$ cat src/rtl/hienthi_pkg.sv
// Shared definitions for the multiplexed 7-segment display stage:
// active-low segment patterns ({g,f,e,d,c,b,a}), converter FSM states,
// the BCD result width and a digit-to-segment lookup.
package hienthi_pkg;

  localparam int unsigned BCD_W = 12;

  localparam logic [6:0] SEG_0     = 7'b1000000;
  localparam logic [6:0] SEG_1     = 7'b1111001;
  localparam logic [6:0] SEG_2     = 7'b0100100;
  localparam logic [6:0] SEG_3     = 7'b0110000;
  localparam logic [6:0] SEG_4     = 7'b0011001;
  localparam logic [6:0] SEG_5     = 7'b0010010;
  localparam logic [6:0] SEG_6     = 7'b0000010;
  localparam logic [6:0] SEG_7     = 7'b1111000;
  localparam logic [6:0] SEG_8     = 7'b0000000;
  localparam logic [6:0] SEG_9     = 7'b0010000;
  localparam logic [6:0] SEG_U     = 7'b1000001;
  localparam logic [6:0] SEG_D     = 7'b0100001;
  localparam logic [6:0] SEG_BLANK = 7'h7F;

  typedef enum logic [1:0] {
    IDLE,
    CONV,
    LATCH
  } conv_state_e;

  function automatic logic [6:0] seg_digit(input logic [3:0] n);
    logic [6:0] s;
    case (n)
      4'd0:    s = SEG_0;
      4'd1:    s = SEG_1;
      4'd2:    s = SEG_2;
      4'd3:    s = SEG_3;
      4'd4:    s = SEG_4;
      4'd5:    s = SEG_5;
      4'd6:    s = SEG_6;
      4'd7:    s = SEG_7;
      4'd8:    s = SEG_8;
      4'd9:    s = SEG_9;
      default: s = SEG_BLANK;
    endcase
    return s;
  endfunction

endpackage

$ cat src/rtl/bin2bcd_tuantu.sv
// Sequential 8-bit binary to 3-digit BCD converter (shift-add-3).
// Ports:
//   clk, reset : clock, asynchronous active-high reset
//   start      : accepted only while idle; loads bin and begins conversion
//   bin        : binary value to convert
//   busy       : high from the start edge until the result is released
//   done       : one-cycle pulse (LATCH state) while bcd holds the result
//   bcd        : {hundreds, tens, units}
import hienthi_pkg::*;

module bin2bcd_tuantu (
  input  logic             clk,
  input  logic             reset,
  input  logic             start,
  input  logic [7:0]       bin,
  output logic             busy,
  output logic             done,
  output logic [BCD_W-1:0] bcd
);

  conv_state_e          state_q, state_d;
  logic [BCD_W+7:0]     shift_q, shift_d;
  logic [2:0]           iter_q, iter_d;
  logic                 busy_q, busy_d;
  logic [BCD_W+7:0]     adj;

  always_ff @(posedge clk or posedge reset) begin
    if (reset) begin
      state_q <= IDLE;
      shift_q <= '0;
      iter_q  <= '0;
      busy_q  <= 1'b0;
    end else begin
      state_q <= state_d;
      shift_q <= shift_d;
      iter_q  <= iter_d;
      busy_q  <= busy_d;
    end
  end

  always_comb begin
    state_d = state_q;
    shift_d = shift_q;
    iter_d  = iter_q;
    busy_d  = busy_q;
    adj     = shift_q;
    case (state_q)
      IDLE: begin
        if (start) begin
          shift_d = {{BCD_W{1'b0}}, bin};
          iter_d  = '0;
          busy_d  = 1'b1;
          state_d = CONV;
        end
      end
      CONV: begin
        // Correct every BCD nibble before the shift so it carries properly.
        for (int unsigned i = 0; i < 3; i++) begin
          if (adj[8 + 4*i +: 4] >= 4'd5)
            adj[8 + 4*i +: 4] = adj[8 + 4*i +: 4] + 4'd3;
        end
        shift_d = {adj[BCD_W+6:0], 1'b0};
        iter_d  = iter_q + 3'd1;
        if (iter_q == 3'd7)
          state_d = LATCH;
      end
      LATCH: begin
        busy_d  = 1'b0;
        state_d = IDLE;
      end
      default: begin
        busy_d  = 1'b0;
        state_d = IDLE;
      end
    endcase
  end

  assign busy = busy_q;
  assign done = (state_q == LATCH);
  assign bcd  = shift_q[BCD_W+7:8];

endmodule

$ cat src/rtl/hienthi_7doan_quet.sv
// Multiplexed 4-digit common-anode 7-segment display for the up/down
// counter: shows value (000-255) on digits 0-2 and the direction (U/d)
// on digit 3.
// Ports:
//   clk, reset : board clock, asynchronous active-high reset
//   value      : counter value, re-registered twice before use
//   ud         : count direction (1 = up), re-registered twice
//   seg        : segments {g,f,e,d,c,b,a}, active-low, registered
//   dp         : decimal point, active-low, held off
//   an         : digit enables, active-low, an[0] = units, registered
//   busy       : BCD conversion in progress
import hienthi_pkg::*;

module hienthi_7doan_quet #(
  parameter int REFRESH_BITS = 18,
  parameter int BLANK_LZ     = 1
) (
  input  logic       clk,
  input  logic       reset,
  input  logic [7:0] value,
  input  logic       ud,
  output logic [6:0] seg,
  output logic       dp,
  output logic [3:0] an,
  output logic       busy
);

  logic [7:0]              v1_q, v2_q, last_q, last_d;
  logic                    u1_q, u2_q;
  logic [3:0]              d2_q, d1_q, d0_q, d2_d, d1_d, d0_d;
  logic [REFRESH_BITS-1:0] scan_q, scan_d;
  logic [6:0]              seg_q, seg_d;
  logic [3:0]              an_q, an_d;
  logic                    dp_q, dp_d;

  logic                    conv_busy, conv_done, accept;
  logic [BCD_W-1:0]        conv_bcd;
  logic [1:0]              sel;

  bin2bcd_tuantu u_bcd (
    .clk   (clk),
    .reset (reset),
    .start (accept),
    .bin   (v2_q),
    .busy  (conv_busy),
    .done  (conv_done),
    .bcd   (conv_bcd)
  );

  // Converter idle doubles as the FSM IDLE qualifier for change detection.
  assign accept = !conv_busy && (v1_q == v2_q) && (v2_q != last_q);
  assign sel    = scan_q[REFRESH_BITS-1 -: 2];

  always_ff @(posedge clk or posedge reset) begin
    if (reset) begin
      v1_q   <= '0;
      v2_q   <= '0;
      u1_q   <= 1'b0;
      u2_q   <= 1'b0;
      last_q <= '0;
      d2_q   <= '0;
      d1_q   <= '0;
      d0_q   <= '0;
      scan_q <= '0;
      seg_q  <= SEG_BLANK;
      an_q   <= '1;
      dp_q   <= 1'b1;
    end else begin
      v1_q   <= value;
      v2_q   <= v1_q;
      u1_q   <= ud;
      u2_q   <= u1_q;
      last_q <= last_d;
      d2_q   <= d2_d;
      d1_q   <= d1_d;
      d0_q   <= d0_d;
      scan_q <= scan_d;
      seg_q  <= seg_d;
      an_q   <= an_d;
      dp_q   <= dp_d;
    end
  end

  always_comb begin
    last_d = accept ? v2_q : last_q;
    d2_d   = d2_q;
    d1_d   = d1_q;
    d0_d   = d0_q;
    if (conv_done) begin
      d2_d = conv_bcd[11:8];
      d1_d = conv_bcd[7:4];
      d0_d = conv_bcd[3:0];
    end
    scan_d = scan_q + REFRESH_BITS'(1);
    dp_d   = 1'b1;
  end

  always_comb begin
    seg_d = SEG_BLANK;
    an_d  = '1;
    case (sel)
      2'd0: begin
        an_d  = 4'b1110;
        seg_d = seg_digit(d0_q);
      end
      2'd1: begin
        an_d  = 4'b1101;
        seg_d = (BLANK_LZ != 0 && d2_q == 4'd0 && d1_q == 4'd0) ? SEG_BLANK : seg_digit(d1_q);
      end
      2'd2: begin
        an_d  = 4'b1011;
        seg_d = (BLANK_LZ != 0 && d2_q == 4'd0) ? SEG_BLANK : seg_digit(d2_q);
      end
      default: begin
        an_d  = 4'b0111;
        seg_d = u2_q ? SEG_U : SEG_D;
      end
    endcase
  end

  assign seg  = seg_q;
  assign an   = an_q;
  assign dp   = dp_q;
  assign busy = conv_busy;

endmodule

$ cat config.mk
export PLATFORM = sky130hd
export DESIGN_NAME = hienthi_7doan_quet
export DESIGN_NICKNAME = d
export VERILOG_FILES = /design/src/rtl/hienthi_pkg.sv /design/src/rtl/bin2bcd_tuantu.sv /design/src/rtl/hienthi_7doan_quet.sv
export SDC_FILE = /design/constraint.sdc
export NUM_CORES = 1
export LEC_CHECK = 0
export ABC_AREA = 1
export CAP_MARGIN = 15
export CORE_ASPECT_RATIO = 1.5
export CORE_MARGIN = 2
export CORE_UTILIZATION = 58
export CTS_CLUSTER_DIAMETER = 40
export DETAILED_ROUTE_END_ITERATION = 16
export DONT_BUFFER_PORTS = 1
export PLACE_DENSITY = 0.79
export SLEW_MARGIN = 20
export SYNTH_ARGS = -nofsm -noshare
export SYNTH_HDL_FRONTEND = slang
export SYNTH_HIERARCHICAL = 1
export SYNTH_SLANG_ARGS = --single-unit
$ cat constraint.sdc
create_clock -name clk -period 2.3 [get_ports clk]
set_input_delay 0.345 -clock clk [delete_from_list [all_inputs] [get_ports clk]]
set_output_delay 0.345 -clock clk [all_outputs]
set_load 0.01 [all_outputs]
==> results of run 1 <==
==> what timing repair did <==
| item | in CTS | in global routing |
|---|---|---|
| endpoints found under the hold margin | 82 | 1 |
| hold buffers | 1 | 1 |
| endpoints found under the setup margin | 0 | 0 |
==> cells in the mapped netlist, types with 3 or more instances <==
library cell | count | area (µm²)
dfrtp_1 | 82 | 2050
ha_1 | 25 | 313
nor2_1 | 29 | 109
xnor2_1 | 14 | 123
nor3_1 | 6 | 30.0
o22ai_1 | 3 | 18.8
buf_6 | 3 | 33.8
inv_1 | 57 | 214
a21oi_1 | 13 | 65.1
or2_2 | 4 | 25.0
o21ai_1 | 8 | 40.0
xor2_1 | 8 | 70.1
nand4_1 | 10 | 62.6
inv_2 | 7 | 26.3
nand2_1 | 150 | 563
buf_4 | 14 | 105
nand3_1 | 36 | 180
dfstp_2 | 11 | 289
o211ai_1 | 5 | 37.5
o21ai_0 | 38 | 190
nand2_2 | 6 | 37.5
==> critical path, cell delays in order (launching register included) <==
cell	delay (ps)
dfrtp_1	440
xnor2_1	180
nand2_1	70
nor2_1	130
nand2_2	150
nand2_4	150
inv_1	90
o21ai_2	570
nand2_1	140
o21ai_2	100
==> logic make-up after synthesis <==
family | share of synthesized area, %
flops | 49.3
other cells | 0.0790
compound gates | 8.64
xor+xnor | 4.06
simple gates | 23.1
buf+inv | 8.25
fa+ha+maj | 6.59
==> layer usage <==
layer / track usage (%) / part of all wire [%] / vias to the layer above
met5: 0 / 0 / -
met4: 9.29 / 2.2 / 0
met3: 5.42 / 2.9 / 15
met2: 39.0 / 55 / 57
met1: 22.1 / 40 / 1625
li1: - / - / 1740
==> power groups by stage <==
stage	clock network (mW)	registers (mW)	logic, mW
2_1_floorplan	0	2.12	1.02
4_1_cts	1.46	2.16	1.10
6_report	1.42	2.16	1.10
3_3_place_gp	0	2.17	1.05
3_5_place_dp	0	2.18	1.09
5_1_grt	1.54	2.19	1.29
==> stage by stage <==
stage | utilization (%) | setup slack [ps] | total power [mW] | cell area, µm² | instances
floorplan | - | 290 | 3.14 | 4750 | 549
global placement | 59.9 | 345 | 3.22 | 4760 | 637
detailed placement | 59.9 | 261 | 3.28 | 4760 | 637
CTS | 63.7 | 217 | 4.72 | 5070 | 654
global route | 63.8 | 0.508 | 5.02 | 5080 | 655
finish | 63.8 | 199 | 4.68 | 5080 | 655
==> cell type report <==
cell class | instances | share of cell area [%]
clock inverter | 7 | 1.36
timing repair buffer | 5 | 1.08
inverter | 64 | 4.73
tap | 105 | 2.59
multi-input combinational | 372 | 39.7
sequential | 93 | 46.1
clock buffer | 9 | 4.44
==> sequential cells by signal, summed over array words and instances (netlist names) <==
register       count
u_bcd/shift_q     20
d0_q               4
scan_q            18
u_bcd/iter_q       3
u_bcd/busy         1
last_q             8
d1_q               4
u1_q               1
u_bcd/state_q      2
v1_q               8
v2_q               8
an                 4
d2_q               4
seg                7
u2_q               1
==> worst max path at each step <==
stage | from | end | slack [ps]
2_1_floorplan | reset | d0_q[0] | 290
3_3_place_gp | v2_q[5] | u_bcd/shift_q[7] | 350
3_5_place_dp | v2_q[2] | u_bcd/iter_q[0] | 260
4_1_cts | v2_q[2] | u_bcd/iter_q[0] | 220
5_1_grt | v2_q[3] | u_bcd/shift_q[7] | 0.5
6_report | v2_q[2] | u_bcd/shift_q[0] | 200
==> run_results.csv, run 1 <==
group,metric,value,unit
global_routing,grt_max_degree,68,
clocking,cts_num_sinks,93,
die,design.core.area,7960,µm²
logic_synthesis,ys_ff_latch,93,
flow_run,maxCapViolations,0,
final_layout,area_growth,6.93,%
final_layout,mostFrequentLayoutCell,"nand2_1",
logic_synthesis,syn_inst,549,
critical_path,path_max_fanout,18,
die,ios,24,
clocking,clockRootBuffer,"clkbuf_16",
power_and_ir_drop,max-vdd-ir-drop,0.000536,V
critical_path,reg2reg_to,"u_bcd/shift_q[0]",
critical_path,r2r_start,"v2_q[2]",
global_routing,antenna_found_initial,0,
power_and_ir_drop,clock_power_share,30.3,%
power_and_ir_drop,p_comb_share,23.5,%
critical_path,rr_worst_depth,9,
detailed_routing,dr.pass1.iters,4,
global_routing,overflow,0,
sta,setup_viol,0,
hold_path,worstHoldStart,"value[5]",
final_layout,nets,581,
detailed_routing,num_vias,3437,
critical_path,cp-start-kind,"flip-flop",
logic_synthesis,ys_seq_area_share,49.3,%
die,fp.dieW,77.9,µm
logic_synthesis,ys_async_sr_fraction,100,%
sta,hold_slack,25.0,ps
logic_synthesis,syn_avg_cell_area,8.65,µm²
global_routing,grt_pass1_wl,14.6,mm
logic_synthesis,ys.flop_type,"dfrtp_1",
logic_synthesis,ys_warn_count,6,
hold_path,worstHoldPathCells,0,
hold_path,whs_endpoint,"v1_q[5]",
critical_path,worstPathRequired,2570,ps
critical_path,end_kind,"flip-flop",
sta,fmax,0.476,GHz
sta,timing.final.max_slew_violations,0,
die,initial_utilization,59.7,%
critical_path,r2r_slack,200,ps
detailed_routing,via_per_inst,5.25,
detailed_routing,drtIter0Drc,148,
clocking,htree_levels,3,
sta,fin_worst_skew,6.34,ps
sta,slew_headroom,52.1,%
die,die_area,8940,µm²
sta,rsz0062_at_grt,"no",
power_and_ir_drop,p_leak,2.51,nW
logic_synthesis,syn_area,4750,µm²
sta,hold_viol,0,
final_layout,seq_area,2340,µm²
power_and_ir_drop,p_per_area,921,nW/µm²
sta,worst_pin_slew,718,ps
clocking,cts_made_buffers,9,
clocking,post_cts_resized,0,
placement,dpl.hpwl,6.03,mm
logic_synthesis,synth.net_count,585,
global_routing,first_global_vias,3409,
detailed_routing,ant_nets,0,
critical_path,arrival,2370,ps
detailed_routing,drc,0,
clocking,clock_latency,340,ps
clocking,cts_setup_buffers,0,
logic_synthesis,yosys.cell_types.count,34,
power_and_ir_drop,switchingPower,1.60,mW
power_and_ir_drop,intPower,3.08,mW
sta,fin_setup_tns,0,ps
final_layout,drive_above_1_share,10.5,%
clocking,cts_tree,"yes",
hold_path,hp-class,"in -> reg",
placement,port_buffers,0,
final_layout,fillCellCount,631,
detailed_routing,wl,8.30,mm
critical_path,crit_type,"reg -> reg",
logic_synthesis,synth_edf_count,0,
power_and_ir_drop,pwr-share-seq,46.1,%
final_layout,diodes,0,
clocking,clk_pin_slew_worst_paths,70,ps
outcome,outcome,"complete, no violations",
sta,period_needed,2100,ps
placement,gp_congestion,0.877,
sta,period_share,91.3,%
die,die_y,115,µm
clocking,cts_buffer_depth,2,
power_and_ir_drop,swShare,34.2,%
detailed_routing,wl_per_cell,12.7,µm
final_layout,final_cell_mix,"nand2_1, dfrtp_1, inv_1",
final_layout,multiInputGateArea,2020,µm²
global_routing,grtUsageTotal,21.0,%
die,num_rows,40,
Power figures use the tool's default switching activity.
==> inputs of run 2 (changes only) <==
--- a/config.mk
+++ b/config.mk
@@ -5,7 +5,6 @@
 export SDC_FILE = /design/constraint.sdc
 export NUM_CORES = 1
 export LEC_CHECK = 0
-export ABC_AREA = 1
 export CAP_MARGIN = 15
 export CORE_ASPECT_RATIO = 1.5
 export CORE_MARGIN = 2
@@ -14,6 +13,7 @@
 export DETAILED_ROUTE_END_ITERATION = 16
 export DONT_BUFFER_PORTS = 1
 export PLACE_DENSITY = 0.79
+export SETUP_SLACK_MARGIN = 0.05
 export SLEW_MARGIN = 20
 export SYNTH_ARGS = -nofsm -noshare
 export SYNTH_HDL_FRONTEND = slang
==> constraint.sdc (replaced) <==
create_clock -name clk -period 2.6 [get_ports clk]
set_input_delay 0.39 -clock clk [delete_from_list [all_inputs] [get_ports clk]]
set_output_delay 0.39 -clock clk [all_outputs]
set_load 0.01 [all_outputs]
==> run 2 against run 1 <==
Compared with the run above: clock power down 6%; sequential power is 22% lower; non-clock buffer count rose by 4; critical path depth down 2; combinational power down 53%; highest routed layer unchanged.
==> run_results.csv, run 2 <==
group,metric,value,unit
global_routing,grt_max_degree,44,
final_layout,nets,468,
placement,port_buffers,0,
power_and_ir_drop,p_per_area,696,nW/µm²
final_layout,area_growth,5.99,%
sta,finalWorstSetupSlack,502,ps
global_routing,grt_pass1_wl,14.3,mm
power_and_ir_drop,clock_power_share,37.9,%
power_and_ir_drop,p_total,3.54,mW
hold_path,whs_endpoint,"v1_q[7]",
global_routing,overflow,0,
logic_synthesis,synth-xor-area-share,6.57,%
global_routing,grtUsageTotal,20.4,%
logic_synthesis,synth_edf_count,0,
logic_synthesis,synth.most_common_cell,"dfrtp_1",
final_layout,top_regs,"u_bcd/shift_q x20, scan_q x18",
logic_synthesis,synth_commonest_cells,"dfrtp_1, nand2_1, o21ai_0",
final_layout,regMostFlops,"u_bcd/shift_q",
logic_synthesis,yosys.cell_types.count,61,
sta,slew_headroom,34.1,%
sta,hold_viol,0,
sta,worst_pin_slew,987,ps
logic_synthesis,synth_top_cell_area_share,42.7,%
logic_synthesis,synth_top_family_by_area,"compound AO/OA/AOI/OAI gates",
placement,gp_congestion,0.837,
critical_path,rr_worst_depth,7,
placement,dpl.hpwl,5.98,mm
outcome,outcome,"complete, no violations",
final_layout,mostFrequentLayoutCell,"dfrtp_1",
final_layout,seq_area,2340,µm²
logic_synthesis,syn_inst,444,
logic_synthesis,syn_avg_cell_area,10.8,µm²
die,ios,24,
sta,fin_setup_tns,0,ps
power_and_ir_drop,swShare,27.0,%
logic_synthesis,synth.area.mux_share,3.49,%
final_layout,diodes,0,
logic_synthesis,syn_area,4800,µm²
die,die_y,115,µm
logic_synthesis,synth_compound_area_share,15.3,%
power_and_ir_drop,switchingPower,0.958,mW
final_layout,largest_reg_flops,20,
detailed_routing,wl,8.20,mm
die,initial_utilization,60.0,%
power_and_ir_drop,p_comb_share,14.6,%
sta,hold_slack,70.2,ps
critical_path,cp-start-kind,"flip-flop",
hold_path,worstHoldStart,"value[7]",
hold_path,hp-class,"in -> reg",
critical_path,reg2reg_to,"u_bcd/shift_q[6]",
critical_path,worstPathRequired,2810,ps
sta,setup_viol,0,
placement,dpl_cell_area,4770,µm²
detailed_routing,via_per_inst,5.61,
power_and_ir_drop,max-vdd-ir-drop,0.000543,V
logic_synthesis,yosys.area_share.simple,12.5,%
detailed_routing,ant_nets,0,
clocking,clk_pin_slew_worst_paths,70,ps
die,design.core.area,8010,µm²
logic_synthesis,ys_async_sr_fraction,100,%
critical_path,path_max_fanout,11,
detailed_routing,num_vias,3042,
final_layout,final_cell_mix,"dfrtp_1, nand2_1, o21ai_0",
clocking,cts_made_buffers,9,
hold_path,worstHoldPathCells,0,
final_layout,fillCellCount,609,
clocking,htree_levels,3,
logic_synthesis,ys_warn_count,6,
sta,fmax,0.477,GHz
final_layout,design_area,5090,µm²
clocking,clock_latency,340,ps
logic_synthesis,ys_seq_area_share,48.7,%
clocking,clockRootBuffer,"clkbuf_16",
die,fp.dieW,78.3,µm
power_and_ir_drop,pwr-share-seq,47.5,%
global_routing,first_global_vias,3162,
clocking,cts_tree,"yes",
logic_synthesis,ys.flop_type,"dfrtp_1",
sta,rsz0062_at_grt,"no",
critical_path,end_kind,"flip-flop",
critical_path,r2r_start,"v2_q[5]",
detailed_routing,wl_per_cell,15.1,µm
logic_synthesis,ys_ff_latch,93,
detailed_routing,drtIter0Drc,114,
final_layout,drive_above_1_share,15.3,%
logic_synthesis,synthTopCellsByArea,"dfrtp_1, ha_1, dfstp_2",
final_layout,multiInputGateArea,2140,µm²
logic_synthesis,yosys.area.top_type,"dfrtp_1",
clocking,cts_buffer_depth,2,
clocking,cts_num_sinks,93,
global_routing,antenna_found_initial,0,
power_and_ir_drop,intPower,2.58,mW
sta,fin_worst_skew,8.28,ps
detailed_routing,dr.pass1.iters,4,
flow_run,maxCapViolations,0,
critical_path,r2r_slack,500,ps
sta,period_share,80.7,%
sta,timing.final.max_slew_violations,0,
logic_synthesis,synthAdderAreaFrac,6.51,%
placement,pre_cts_ws,530,ps
critical_path,arrival,2310,ps
die,die_area,9040,µm²
logic_synthesis,synth.net_count,480,
detailed_routing,drc,0,
clocking,cts_setup_buffers,0,
power_and_ir_drop,p_leak,2.24,nW
critical_path,crit_type,"reg -> reg",
die,num_rows,40,
sta,period_needed,2100,ps
## run 2: changes by cell type after synthesis, moves of 7 or more
| cell | delta |
|---|---|
| mux2_2 | +14 |
| inv_2 | -7 |
| inv_1 | -30 |
| nand2_1 | -113 |
| nand2b_1 | +7 |
| nand4_1 | -8 |
| nand3_1 | -26 |
| clkbuf_1 | +7 |
| xor2_1 | +12 |
## run 2: layer usage
metal  wire [µm]  share of wire (%)  up-vias  GRT usage [%]
met5           0                  0        -              0
met4         251                3.1        0           10.3
met3         207                2.5       20           3.89
met2        4510                 55       45           38.3
met1        3230                 39     1484           21.8
li1            -                  -     1493              -
## run 2: cell families (layout without fill, tap and decap cells)
| logic type | count (synthesis) | in the layout |
|---|---|---|
| DFF | 93 | 93 |
| adders and majority gates | 25 | 25 |
| xor gates and xnor gates | 36 | 36 |
| AOI/OAI and AO/OA | 104 | 104 |
| and+or+nand+nor | 111 | 111 |
| other | 1 | 1 |
| buffers and inverters | 59 | 52 |
| muxes | 15 | 15 |
## run 2: area by class of cell
| class | count | area share (%) |
|---|---|---|
| Clock buffer | 11 | 4.97 |
| Clock inverter | 5 | 1.13 |
| Inverter | 27 | 1.99 |
| Multi-Input combinational cell | 292 | 42.0 |
| Sequential cell | 93 | 46.0 |
| Tap cell | 105 | 2.58 |
| Timing Repair Buffer | 9 | 1.38 |
## run 2: worst max-delay path by stage
stage | startpoint | end
finish | v2_q[5] | u_bcd/shift_q[6]
global route | v2_q[4] | u_bcd/shift_q[5]
CTS | v2_q[4] | u_bcd/shift_q[5]
detailed placement | v2_q[6] | u_bcd/shift_q[19]
global placement | v2_q[5] | u_bcd/shift_q[6]
floorplan | reset | d0_q[0]
## run 2: power groups by stage
stage | Sequential, mW | Combinational, mW | Clock (mW)
6_report | 1.68 | 0.516 | 1.34
5_1_grt | 1.70 | 0.585 | 1.43
4_1_cts | 1.68 | 0.519 | 1.36
3_5_place_dp | 1.71 | 0.514 | 0
3_3_place_gp | 1.70 | 0.491 | 0
2_1_floorplan | 1.68 | 0.503 | 0
## run 2: worst max-delay path: stages (launching register included)
cell	delay, ps
dfrtp_1	430
xor2_1	210
nor4_1	300
nand2_1	160
and4b_2	360
nor2b_1	190
a22oi_1	220
o21ai_1	100
## run 2: per-stage QoR
step           util (%)  cells
2_1_floorplan         -    444
3_3_place_gp       59.6    525
3_5_place_dp       59.6    525
4_1_cts            63.6    542
5_1_grt            63.6    542
6_report           63.6    542
## run 2: timing repair
action | CTS | global route
endpoints found under the hold margin | 24 | 0
hold buffers | 1 | 0
gates resized for setup | 0 | 0
==> inputs of run 3 (changes only) <==
==> constraint.sdc (replaced) <==
create_clock -name clk -period 2 [get_ports clk]
set_input_delay 0.3 -clock clk [delete_from_list [all_inputs] [get_ports clk]]
set_output_delay 0.3 -clock clk [all_outputs]
set_load 0.01 [all_outputs]
==> run 3 against run 2 <==
Compared with the run above: hold slack gained 320 ps; global-route usage rose by 0.93 points; die area did not move; highest routed layer unchanged; clock skew shrank 1.4 ps; sequential power up 32%; largest cell class unchanged; clock power rose by 21%; first-iteration DRC count is 5.3% higher; critical endpoint is now u_bcd/shift_q[11]; non-clock buffer count up 20.
==> run_results.csv, run 3 (synthesized netlist as in run 2, its figures left out) <==
group,metric,value,unit
sta,period_share,98.0,%
clocking,clk_pin_slew_worst_paths,60,ps
sta,setup_viol,0,
global_routing,overflow,0,
flow_run,maxCapViolations,0,
critical_path,crit_start,"v2_q[6]",
sta,period_needed,1960,ps
placement,gp_congestion,0.857,
die,die_y,115,µm
critical_path,slowest_delay,440,ps
final_layout,postLayoutCoreUtil,66.4,%
final_layout,final_cell_mix,"dfrtp_1, nand2_1, o21ai_0",
hold_path,hp-class,"reg -> reg",
clocking,clock_latency,350,ps
hold_path,whs_endpoint,"v2_q[2]",
sta,hold_slack,395,ps
sta,rsz0062_at_grt,"yes",
die,design.core.area,8010,µm²
die,ios,24,
clocking,cts_num_sinks,93,
outcome,outcome,"complete, no violations",
sta,slew_headroom,64.4,%
critical_path,path_buf_inv,0,
placement,dpl_cell_area,4820,µm²
critical_path,cp-start-kind,"flip-flop",
final_layout,diodes,0,
critical_path,reg2reg_to,"u_bcd/shift_q[11]",
critical_path,crit_type,"reg -> reg",
detailed_routing,wl_per_cell,15.7,µm
power_and_ir_drop,p_per_area,859,nW/µm²
die,die_area,9040,µm²
final_layout,largest_reg_flops,20,
detailed_routing,dr.pass1.iters,5,
power_and_ir_drop,p_leak,2.32,nW
detailed_routing,num_vias,3204,
critical_path,r2r_slack,40,ps
clocking,cts_made_buffers,9,
hold_path,worstHoldStart,"v1_q[2]",
detailed_routing,wl,8.86,mm
global_routing,grt_max_degree,44,
final_layout,drive_above_1_share,19.0,%
critical_path,r2r_start,"v2_q[6]",
critical_path,worstPathRequired,2230,ps
placement,dpl.hpwl,6.10,mm
detailed_routing,via_per_inst,5.68,
global_routing,first_global_vias,3253,
critical_path,end_kind,"flip-flop",
clocking,clockRootBuffer,"clkbuf_16",
critical_path,worstPathCellList,"xor2_2 > nor4_4 > and4b_2 > o21ba_4 > o31ai_2 > a32o_1",
sta,fmax,0.510,GHz
final_layout,nets,490,
global_routing,antenna_found_initial,0,
final_layout,area_growth,10.7,%
sta,timing.final.max_slew_violations,0,
critical_path,arrival,2190,ps
final_layout,top_regs,"u_bcd/shift_q x20, scan_q x18",
global_routing,grt_pass1_wl,14.8,mm
detailed_routing,drc,0,
critical_path,path_max_fanout,7,
detailed_routing,ant_nets,0,
die,fp.dieW,78.3,µm
clocking,cts_tree,"yes",
final_layout,design_area,5320,µm²
sta,hold_viol,0,
clocking,cts_buffer_depth,2,
power_and_ir_drop,max-vdd-ir-drop,0.000625,V
clocking,htree_levels,3,
critical_path,critPathTopFamily,"simple AND/OR/NAND/NOR gates",
critical_path,rr_worst_depth,6,
die,num_rows,40,
hold_path,worstHoldPathCells,0,
sta,worst_pin_slew,533,ps
sta,fin_worst_skew,6.83,ps
critical_path,crit_cells,6,
power_and_ir_drop,p_total,4.57,mW
detailed_routing,drtIter0Drc,120,
placement,port_buffers,0,
final_layout,regMostFlops,"u_bcd/shift_q",
global_routing,grtUsageTotal,21.4,%
critical_path,cp_slowest_cell,"dfrtp_2",
final_layout,mostFrequentLayoutCell,"dfrtp_1",
die,initial_utilization,60.0,%
-- run 3: cell count changes in the layout (fill, tap and decap cells not counted), moves of 2 or more --
cell	before	now
dfrtp_2	0	4
xor2_1	20	18
clkinv_2	2	0
buf_4	8	16
buf_6	0	2
clkinvlp_4	0	3
dfrtp_1	82	78
dlygate4sd3_1	1	10
xor2_2	0	2
-- run 3: cell type report --
type / count / area (µm²)
Multi-Input combinational cell: 294 / 2180
Clock buffer: 12 / 256
Sequential cell: 93 / 2350
Fill cell: 587 / 2690
Inverter: 27 / 105
Tap cell: 105 / 131
Clock inverter: 4 / 32.5
Timing Repair Buffer: 29 / 263
-- run 3: per-stage QoR --
stage / setup slack, ps / setup TNS (ps) / instances
global route: -28.0 / -103 / 564
floorplan: 138 / 0 / 444
finish: 39.5 / 0 / 564
CTS: 62.9 / 0 / 560
global placement: 76.8 / 0 / 530
detailed placement: 2.35 / 0 / 530
-- run 3: worst max path at each step --
stage | endpoint
floorplan | u_bcd/shift_q[10]
global placement | u_bcd/shift_q[19]
detailed placement | u_bcd/shift_q[18]
CTS | u_bcd/shift_q[15]
global route | u_bcd/shift_q[19]
finish | u_bcd/shift_q[11]
-- run 3: timing repair --
action | in CTS | in global routing
setup buffers | 2 | 4
setup endpoints to repair | 17 | 27
hold buffers | 10 | 0
gates cloned | 2 | 0
hold endpoints to repair | 59 | 0
pin swaps | 4 | 9
resized for setup | 0 | 12
-- run 3: metal layers --
layer,track usage [%],wire [µm],vias to the layer above
met1,21.9,3450,1575
met5,0,0,-
met2,39.8,4780,65
met3,5.14,274,29
met4,11.5,351,0
li1,-,-,1535
-- run 3: power breakdown --
part           internal, mW  switching (mW)  total (mW)
registers              2.05           0.159        2.21
logic                 0.320           0.411       0.732
clock network         0.915           0.709        1.62
-- run 3: worst register-to-register path, cell delays in order (launching register included) --
cell and delay (ps):
dfrtp_2 440, xor2_2 170, nor4_4 330, and4b_2 400, o21ba_4 240, o31ai_2 80
a32o_1 200
==> patch, RTL diff (settings of run 1) <==
Take the reset off `shift_q` and load it in a clocked block of its own.
--- a/src/rtl/bin2bcd_tuantu.sv
+++ b/src/rtl/bin2bcd_tuantu.sv
@@ -27,15 +27,17 @@
   always_ff @(posedge clk or posedge reset) begin
     if (reset) begin
       state_q <= IDLE;
-      shift_q <= '0;
       iter_q  <= '0;
       busy_q  <= 1'b0;
     end else begin
       state_q <= state_d;
-      shift_q <= shift_d;
       iter_q  <= iter_d;
       busy_q  <= busy_d;
     end
+  end
+
+  always_ff @(posedge clk) begin
+    shift_q <= shift_d;
   end
 
   always_comb begin
Behaviour: same outputs for any inputs over 10 cycles, from zero or initial values and one cycle with reset high; that may be too few to reach the edited logic, so the function may still have changed.
==> patch against run 1 <==
Utilization increased by 0.99 points; combinational power increased by 70%; routed wire length decreased by 3.1%; clock power increased by 18%; sequential cell count unchanged; worst setup slack improved by 0.014 ns; synthesized area about the same; cell count decreased by 1.4%; non-clock buffer count unchanged; power increased by 27%; count of clock-buffer cells in the layout increased by 1; first-iteration DRC count increased by 24%; design area increased by 1.6%.
==> patch: results (changes against run 1) <==
----------------------------------------------------
[Status]
  Result of the run ... complete, no violations

[Routing]
  Count of routing violations after the opening detailed-route iteration ... 183 (+24%)
  Detailed-route wire length per cell ... 12.44 um (-1.8%)
  Average vias per placed instance ... 5.166 (-1.6%)

[Worst setup path]
  Slowest stage delay, CP ... 0.45 ns (-0.12 ns)
  Worst EP arrival ... 2.13 ns (-0.24 ns)
  Worst-path fanout max ... 21 (+3)
  Crit Reg-Reg Endpoint ... u_bcd/shift_q[15]
  Cell family with the largest share of critical-path delay ... simple AND/OR/NAND/NOR gates
  Launch point of the worst path ... v2_q[2]
  Max stage delay cell, worst path ... sky130_fd_sc_hd__dfrtp_1
  Worst-case reg-to-reg path depth ... 11 (+2)

[Pwr]
  Peak supply drop ... 0.5860 mV (+9.3%)
  Leakage Power ... 2.504 nW (-0.24%)

[Synthesis]
  Number of distinct library cell variants in the gate-level netlist after synthesis ... 32 (-5.9%)
  Top cells by area in the synthesized netlist ... sky130_fd_sc_hd__dfrtp_1 33%, sky130_fd_sc_hd__edfxtp_1 13%, sky130_fd_sc_hd__nand2_1 12%
  Net count of the mapped netlist ... 575 (-1.7%)
  Fraction of synthesis flops using an asynchronous set or reset pin ... 78.49% (-22 points)
  Most common library cells after synthesis ... 155 x sky130_fd_sc_hd__nand2_1, 64 x sky130_fd_sc_hd__inv_1, 62 x sky130_fd_sc_hd__dfrtp_1
  EDFF count, synth ... 20 (+20)
  Post-synthesis sequential area ratio ... 51.45% (+2.1 points)

[CTS]
  Setup Buffers After CTS ... 0 (unchanged)
  Root Buffer Master ... sky130_fd_sc_hd__clkbuf_16
  Number of buffers added by the clock tree synthesis step ... 9 (unchanged)

[Cells and area]
  Filler Cells Inserted ... 618 (-2.1%)
  Post-layout net count ... 572 (-1.5%)
  Layout cells sized above 1 ... 10.54% (about the same)

[GRT]
  Aggregate global-route resource usage ... 19.87% (-1.1 points)
  Wire length of the first global-routing pass ... 13,810 um (-5.4%)
  Maximum number of pins on one net before global-route repair ... 40 (-41%)
  Via count of the first global-routing pass ... 3,278 (-3.8%)

[Placement]
  HPWL after detailed placement ... 5798 um (-3.9%)
  Gp weighted congestion ... 0.8923 (+1.8%)
  Count of port buffers added during placement ... 0 (unchanged)
  Worst slack after detailed placement ... 0.2696 ns (+0.008126 ns)

[Min path]
  Path class of the lowest-slack min-delay path ... in2reg

[Timing]
  Fraction of the cycle the final worst path needs ... 90.72% (-0.62 points)
  Clock skew after layout ... 0.005610 ns (-0.0007328 ns)
  Worst max-slew margin expressed relative to the limit ... 57.29% (+5.1 points)

----------------------------------------------------
-- patch: final cells by class --
cell class,instances,area share (%)
inverters,71,5.169
multi-input cells,356,36.91
flip-flops and latches,93,47.34
clock buffers,10,4.635
well taps,105,2.548
repair buffers,5,1.262
clock inverters,6,2.135
-- patch: metrics by stage --
stage	std cells	utilization [%]	cell area, um2	hold WS (ns)
2_1_floorplan	539	-	4745	0.1360
3_3_place_gp	629	60.28	4797	0.1600
3_5_place_dp	629	60.28	4797	0.1627
4_1_cts	646	64.80	5156	0.01776
5_1_grt	646	64.80	5156	0.01463
6_report	646	64.80	5156	0.02932
-- patch: worst min path at each step --
stage               start              end  cells after the start
CTS                    ud             u1_q                      0
global placement    reset  u_bcd/iter_q[1]                      1
finish                 ud             u1_q                      0
global route           ud             u1_q                      0
floorplan           reset       u_bcd/busy                      1
detailed placement  reset  u_bcd/iter_q[2]                      1
-- patch: metal layers --
metal	track usage (%)	routed length (um)	vias up	share of wire, %
met1	21.32	3262	1544	41
met5	0	0	-	0
met4	13.45	336	0	4.2
met3	3.925	240	34	3.0
met2	35.11	4196	73	52
li1	-	-	1686	-
-- patch: cells by family (layout without fill, tap and decap cells) --
group	after synthesis	count (layout)	share of synthesized area (%)
DFF	93	93	51.45
buffers and inverters	90	92	8.439
other	1	1	0.07904
xor gates and xnor gates	22	22	4.061
AOI/OAI and AO/OA	49	49	5.591
and+or+nand+nor	259	259	23.79
adders and majority gates	25	25	6.593
-- patch: timing repair --
item | in CTS | in global routing
setup endpoints to repair | 0 | 0
hold endpoints to repair | 34 | 0
hold buffers | 1 | 0
-- patch: power breakdown --
part / switching (mW) / total (mW) / internal (mW)
combinational: 1.19 / 1.87 / 0.680
clock: 0.586 / 1.67 / 1.09
sequential: 0.297 / 2.41 / 2.11
total: 2.08 / 5.95 / 3.88
